`config.mk`:
```
export PLATFORM = sky130hd
export DESIGN_NAME = char_string_plotter
export DESIGN_NICKNAME = d
export VERILOG_FILES = /design/src/rtl/char_string_plotter.sv
export SDC_FILE = /design/constraint.sdc
export NUM_CORES = 1
export LEC_CHECK = 0
export CAP_MARGIN = 20
export CORE_UTILIZATION = 34
export CTS_CLUSTER_SIZE = 16
export DETAILED_ROUTE_END_ITERATION = 12
export GPL_TIMING_DRIVEN = 0
export PLACE_DENSITY = 0.52
export SLEW_MARGIN = 20
export SYNTH_ARGS = -nofsm -noshare
export SYNTH_HDL_FRONTEND = slang
export SYNTH_SLANG_ARGS = --single-unit
```
`constraint.sdc`:
```
create_clock -name clock -period 5.6 [get_ports clock]
set_clock_uncertainty 0.15 [all_clocks]
set_input_delay 0.56 -clock clock [delete_from_list [all_inputs] [get_ports clock]]
set_output_delay 0.56 -clock clock [all_outputs]
set_load 0.02 [all_outputs]
```
`src/rtl/char_string_plotter.sv`:
```
// rtl/char_string_plotter.sv - walks a glyph string and emits one plot request per pixel cell
module char_string_plotter #(
   parameter int MAX_CHARS  = 8,
   parameter int CHAR_PITCH = 8,
   parameter int COORD_W    = 8,
   parameter int COLOUR_W   = 6
) (
   input  logic                           clock,
   input  logic                           resetn,
   input  logic                           start,
   input  logic                           erase,
   input  logic [COORD_W-1:0]             origin_x,
   input  logic [COORD_W-1:0]             origin_y,
   input  logic [5*MAX_CHARS-1:0]         text,
   input  logic [$clog2(MAX_CHARS+1)-1:0] num_chars,
   input  logic [COLOUR_W-1:0]            colour,
   input  logic                           plot_ready,
   output logic                           plot_valid,
   output logic [COORD_W-1:0]             plot_x,
   output logic [COORD_W-1:0]             plot_y,
   output logic [COLOUR_W-1:0]            plot_colour,
   output logic                           busy,
   output logic                           done
);

   localparam int NW = $clog2(MAX_CHARS + 1);
   localparam int CW = (MAX_CHARS > 1) ? $clog2(MAX_CHARS) : 1;

   typedef enum logic [1:0] {S_IDLE, S_SCAN, S_DONE} state_t;

   state_t                 state_q, state_d;
   logic [2:0]             col_q, col_d;
   logic [3:0]             row_q, row_d;
   logic [CW-1:0]          char_q, char_d;
   logic [NW-1:0]          num_q, num_d;
   logic                   erase_q, erase_d;
   logic [COORD_W-1:0]     ox_q, ox_d;
   logic [COORD_W-1:0]     oy_q, oy_d;
   logic [5*MAX_CHARS-1:0] text_q, text_d;
   logic [COLOUR_W-1:0]    colour_q, colour_d;

   logic [4:0]             codes [MAX_CHARS];
   logic [NW-1:0]          num_clamped;
   logic                   emit;
   logic                   advance;
   logic                   last_char;
   logic [COORD_W-1:0]     char_off;

   // Segment set per letter: [0]top [1]up-right [2]low-right [3]bottom [4]low-left [5]up-left
   // [6]middle [7]up-diag-left [8]up-centre [9]up-diag-right [10]low-diag-left [11]low-centre [12]low-diag-right
   function automatic logic [12:0] seg_mask(input logic [4:0] code);
      case (code)
         5'd0:    seg_mask = 13'h0077;
         5'd1:    seg_mask = 13'h094F;
         5'd2:    seg_mask = 13'h0039;
         5'd3:    seg_mask = 13'h090F;
         5'd4:    seg_mask = 13'h0079;
         5'd5:    seg_mask = 13'h0071;
         5'd6:    seg_mask = 13'h003D;
         5'd7:    seg_mask = 13'h0076;
         5'd8:    seg_mask = 13'h0909;
         5'd9:    seg_mask = 13'h001E;
         5'd10:   seg_mask = 13'h1270;
         5'd11:   seg_mask = 13'h0038;
         5'd12:   seg_mask = 13'h02B6;
         5'd13:   seg_mask = 13'h10B6;
         5'd14:   seg_mask = 13'h003F;
         5'd15:   seg_mask = 13'h0073;
         5'd16:   seg_mask = 13'h103F;
         5'd17:   seg_mask = 13'h1073;
         5'd18:   seg_mask = 13'h006D;
         5'd19:   seg_mask = 13'h0901;
         5'd20:   seg_mask = 13'h003E;
         5'd21:   seg_mask = 13'h1422;
         5'd22:   seg_mask = 13'h1436;
         5'd23:   seg_mask = 13'h1680;
         5'd24:   seg_mask = 13'h0A80;
         5'd25:   seg_mask = 13'h0609;
         default: seg_mask = 13'h0000;
      endcase
   endfunction

   // Font ROM lookup: strokes live in the 6x10 box at cols 2..7
   function automatic logic glyph_lit(input logic [4:0] code, input logic [3:0] row, input logic [2:0] col);
      logic [12:0] m;
      int r;
      int k;
      logic up;
      logic lo;
      m  = seg_mask(code);
      r  = int'(row);
      k  = int'(col) - 2;
      up = (r >= 1) && (r <= 3);
      lo = (r >= 5) && (r <= 8);
      if (k < 0) begin
         glyph_lit = 1'b0;
      end else begin
         glyph_lit = (m[0]  && r == 0) || (m[6] && r == 4) || (m[3] && r == 9) ||
                     (m[1]  && up && k == 5) || (m[2]  && lo && k == 5) ||
                     (m[5]  && up && k == 0) || (m[4]  && lo && k == 0) ||
                     (m[8]  && up && k == 2) || (m[11] && lo && k == 2) ||
                     (m[7]  && up && k == r) || (m[9]  && up && k == 5 - r) ||
                     (m[10] && lo && k == 8 - r) || (m[12] && lo && k == r - 3);
      end
   endfunction

   for (genvar g = 0; g < MAX_CHARS; g++) begin : g_codes
      assign codes[g] = text_q[5*g +: 5];
   end

   assign num_clamped = (num_chars > NW'(MAX_CHARS)) ? NW'(MAX_CHARS) : num_chars;
   assign last_char   = (NW'(char_q) + NW'(1)) == num_q;
   assign char_off    = COORD_W'(32'(char_q) * 32'(CHAR_PITCH));

   // Request outputs and advance strobe, derived only from registered state
   always_comb begin
      emit        = erase_q || glyph_lit(codes[char_q], row_q, col_q);
      plot_valid  = 1'b0;
      plot_x      = '0;
      plot_y      = '0;
      plot_colour = '0;
      busy        = (state_q == S_SCAN);
      done        = (state_q == S_DONE);
      advance     = (state_q == S_SCAN) && (!emit || plot_ready);
      if ((state_q == S_SCAN) && emit) begin
         plot_valid  = 1'b1;
         plot_x      = ox_q + char_off + COORD_W'(col_q);
         plot_y      = oy_q + COORD_W'(row_q);
         plot_colour = erase_q ? '0 : colour_q;
      end
   end

   // Next-state: latch the job on start, step col/row/char through the string
   always_comb begin
      state_d  = state_q;
      col_d    = col_q;
      row_d    = row_q;
      char_d   = char_q;
      num_d    = num_q;
      erase_d  = erase_q;
      ox_d     = ox_q;
      oy_d     = oy_q;
      text_d   = text_q;
      colour_d = colour_q;
      case (state_q)
         S_IDLE: begin
            if (start) begin
               erase_d  = erase;
               ox_d     = origin_x;
               oy_d     = origin_y;
               text_d   = text;
               colour_d = colour;
               num_d    = num_clamped;
               col_d    = '0;
               row_d    = '0;
               char_d   = '0;
               state_d  = (num_clamped == '0) ? S_DONE : S_SCAN;
            end
         end
         S_SCAN: begin
            if (advance) begin
               if (col_q == 3'd7) begin
                  col_d = '0;
                  if (row_q == 4'd9) begin
                     row_d = '0;
                     if (last_char) state_d = S_DONE;
                     else           char_d  = char_q + CW'(1);
                  end else begin
                     row_d = row_q + 4'd1;
                  end
               end else begin
                  col_d = col_q + 3'd1;
               end
            end
         end
         S_DONE:  state_d = S_IDLE;
         default: state_d = S_IDLE;
      endcase
   end

   // State register with asynchronous clear
   always_ff @(posedge clock or negedge resetn) begin
      if (!resetn) begin
         state_q  <= S_IDLE;
         col_q    <= '0;
         row_q    <= '0;
         char_q   <= '0;
         num_q    <= '0;
         erase_q  <= 1'b0;
         ox_q     <= '0;
         oy_q     <= '0;
         text_q   <= '0;
         colour_q <= '0;
      end else begin
         state_q  <= state_d;
         col_q    <= col_d;
         row_q    <= row_d;
         char_q   <= char_d;
         num_q    <= num_d;
         erase_q  <= erase_d;
         ox_q     <= ox_d;
         oy_q     <= oy_d;
         text_q   <= text_d;
         colour_q <= colour_d;
      end
   end

endmodule

```
==> flow_metrics.env <==
export IMPL_status="finished, final reports clean"
export IMPL_hold_depth=1
export IMPL_clockBufferDepth=2
export IMPL_synth_top_area_cell="dfrtp_1"
export IMPL_syn_area_per_cell_um2=8.54
export IMPL_crit_fanout=10
export IMPL_min_path_type="flip-flop to flip-flop"
export IMPL_ys_ff_latch=79
export IMPL_yosysMostFrequentCell="nand2_1"
export IMPL_postRouteAntennaNets=0
export IMPL_synth_edf_count=0
export IMPL_synth_top_flop_cell="dfrtp_1"
export IMPL_cpMaxStageDelayCell="mux4_2"
export IMPL_antenna_found_initial=0
export IMPL_power_leakage_nw=3.24
export IMPL_gp_congestion=0.847
export IMPL_worst_setup_path_start_kind="flip-flop"
export IMPL_crit_family="buffers and inverters"
export IMPL_fin_nets=845
export IMPL_area_delta_synth_final_pct=32.2
export IMPL_synthArstFlopShare=1.00
export IMPL_synth_common_cells="nand2_1 (232), dfrtp_1 (79), ha_1 (32), nor2_1 (31), clkbuf_1 (23)"
export IMPL_synth_top_cell_area_share=0.372
export IMPL_drc_errors=0
export IMPL_cp_slowest_stage_delay_ns=0.58
export IMPL_port_buffers=95
export IMPL_period_needed_ns=5.40
export IMPL_drt_vias_per_instance=5.01
export IMPL_crit_arrival_ns=4.69
export IMPL_nFillCells=1540
export IMPL_grt_max_degree=56
export IMPL_num_rows=45
export IMPL_cts_sinks=79
export IMPL_antenna_cells=0
export IMPL_worst_slew_pin_slew_ns=0.784
export IMPL_slew_headroom=0.477
export IMPL_die_area_um2=16200
export IMPL_critPathCaptureType="output pin"
export IMPL_finalMaxSlewViolations=0
export IMPL_cp_common_cell="buf_6"
export IMPL_cp_cell_sequence="buf_6, buf_6, mux4_2, mux2i_4, inv_1, ha_1, a31oi_4, nand2_1, a2111oi_2, nand4_1, o21ba_1, o21ai_4, clkbuf_4, nor2_1, clkdlybuf4s50_1"
export IMPL_chipHeight_um=127
export IMPL_fin_util=0.461
export IMPL_drive_gt1_frac=0.0913
export IMPL_timing_fmax_mhz=185
export IMPL_ir_worst_vdd_v=0.000323
export IMPL_final_seq_area_um2=1980
export IMPL_avgRoutedWirePerCell_um=16.3
export IMPL_r2r_slack_ns=1.10
export IMPL_grt_pass1_vias=4688
export IMPL_rr_startpoint="char_q[0]"
export IMPL_htree_levels=3
export IMPL_cp_data_required_time_ns=4.89
export IMPL_die_w_um=127
export IMPL_seq_area_frac_synth=0.372
export IMPL_drtPass1Iterations=5
export IMPL_post_dp_hpwl_um=11800
export IMPL_core_um2=15300
export IMPL_fin_crit_sh=0.964
export IMPL_crit_type="flip-flop to output pin"
export IMPL_setup_viol=0
export IMPL_timing_rr_end="char_q[0]"
export IMPL_synth_area_leaders="dfrtp_1 (37%), nand2_1 (16%), ha_1 (7.5%), mux4_2 (4.2%), nor2_1 (2.2%)"
export IMPL_whs_endpoint="state_q[1]"
export IMPL_p_per_area_nw_per_um2=688
export IMPL_synth_nets=728
export IMPL_drtIter0Drc=365
export IMPL_netlist_instances=623
export IMPL_clkLatencyLatePin_ns=0.35
export IMPL_grt_util_all_layers=0.200
export IMPL_worstHoldStart="state_q[1]"
export IMPL_hold_viol=0
export IMPL_num_io_pins=96
export IMPL_multi_input_area_um2=3140
export IMPL_drt_wl_total_um=15600
export IMPL_syn_area_um2=5320
export IMPL_clkTransAtPathRegs_ns=0.06
export IMPL_vias=4786
export IMPL_numCtsBuffers=9
export IMPL_reg2regPathDepth=15
export IMPL_yosys_warnings=0
export IMPL_path_depth=15
export IMPL_hold_ws_ns=0.314
export IMPL_grt_pass1_wl_um=24700
export IMPL_drv_cap=0
export IMPL_cts_root_buf="clkbuf_16"
export IMPL_synthDistinctLibCells=66
export IMPL_grt_ovfl_total=0
export IMPL_start_util=0.349
export IMPL_cts_tree="built"
export IMPL_path_buf_inv=5
-- cell type report --
cell class              count  share of cell area
multi-input cells         492               0.446
flip-flops and latches     79               0.281
repair buffers            107               0.153
well taps                 211              0.0375
clock buffers              10              0.0326
plain buffers              36              0.0249
clock inverters             6              0.0167
inverters                  15             0.00800
-- state kept, by name, summed over array words and instances (netlist names) --
signal,cells
char_q,3
state_q,2
col_q,3
colour_q,6
ox_q,8
row_q,4
erase_q,1
num_q,4
oy_q,8
text_q,40
-- repair_timing --
item                                   in CTS  in global routing
resized for setup                           3                  8
pin swaps                                   1                  1
setup endpoints to repair                  23                 23
setup buffers                               5                  5
gates cloned                                0                  0
hold buffers                                1                  0
endpoints found under the hold margin      24                  0
-- power by group --
group          leakage [nW]  switching, mW  internal (mW)
Clock                 0.165          0.253          0.440
Combinational          2.09           1.76           1.36
Sequential            0.991          0.202          0.826
-- cells in the final DEF, fill, tap and decap left out, types with 3 or more instances in the layout --
master | Yosys | routed
a2111oi_0 | 5 | 3
a21o_1 | 4 | 4
a21oi_1 | 13 | 13
a221oi_1 | 3 | 3
a31oi_1 | 4 | 4
and2_1 | 6 | 6
buf_1 | 4 | 4
buf_2 | 5 | 4
buf_4 | 2 | 12
buf_6 | 3 | 3
bufinv_16 | 0 | 3
clkbuf_1 | 23 | 22
clkbuf_16 | 0 | 9
clkdlybuf4s50_1 | 0 | 92
dfrtp_1 | 79 | 79
ha_1 | 32 | 31
inv_1 | 12 | 12
inv_2 | 3 | 3
mux2i_1 | 8 | 8
mux2i_4 | 3 | 3
mux4_2 | 10 | 10
nand2_1 | 232 | 232
nand2b_1 | 4 | 4
nand3_1 | 12 | 12
nand3b_1 | 5 | 5
nand4_1 | 5 | 5
nor2_1 | 31 | 31
nor2b_1 | 7 | 7
nor3_1 | 8 | 8
nor3b_1 | 10 | 10
o211ai_1 | 6 | 6
o21ai_0 | 7 | 7
o2bb2ai_1 | 3 | 3
o31ai_1 | 3 | 3
or3_1 | 3 | 3
xnor2_1 | 12 | 12
xor2_1 | 11 | 11
-- cells by family (layout without fill, tap and decap cells) --
logic type | Yosys count | in the layout | synth area share
mux | 25 | 25 | 0.0797
fa+ha+maj | 34 | 34 | 0.0828
flops | 79 | 79 | 0.372
compound gates | 77 | 77 | 0.115
xor+xnor | 23 | 23 | 0.0379
buf+inv | 52 | 174 | 0.0435
simple gates | 333 | 333 | 0.270
-- per-layer routing --
layer  global-route usage  share of wire
met5                    0              0
met1                0.266           0.47
met4               0.0574         0.0097
met2                0.339           0.48
met3               0.0293          0.037
-- worst max-delay path by stage --
stage,from,endpoint
global placement,char_q[0],plot_x[2]
detailed placement,char_q[0],plot_x[2]
finish,char_q[0],plot_x[2]
CTS,char_q[0],plot_x[2]
global route,char_q[0],plot_x[3]
floorplan,char_q[0],plot_colour[0]
-- worst reg2reg max path, delay by kind of cell (launching register included) --
family	cells	cell delay [ns]
flops	1	0.43
buf+inv	5	0.79
compound gates	4	1.12
mux	2	0.81
simple gates	3	0.80
fa+ha+maj	1	0.33
-- stage by stage --
stage	std cells	worst slack, ns	power [mW]	TNS [ns]	area (µm²)
6_report	956	0.203	4.84	0	7030
5_1_grt	956	-0.00262	5.19	-0.00379	7030
4_1_cts	951	0.00311	4.78	0	6980
3_5_place_dp	930	-0.0515	3.96	-0.157	6560
3_3_place_gp	929	-0.231	3.97	-2.54	6540
2_1_floorplan	623	1.28	3.01	0	5320
(Power assumes the default switching activity.)
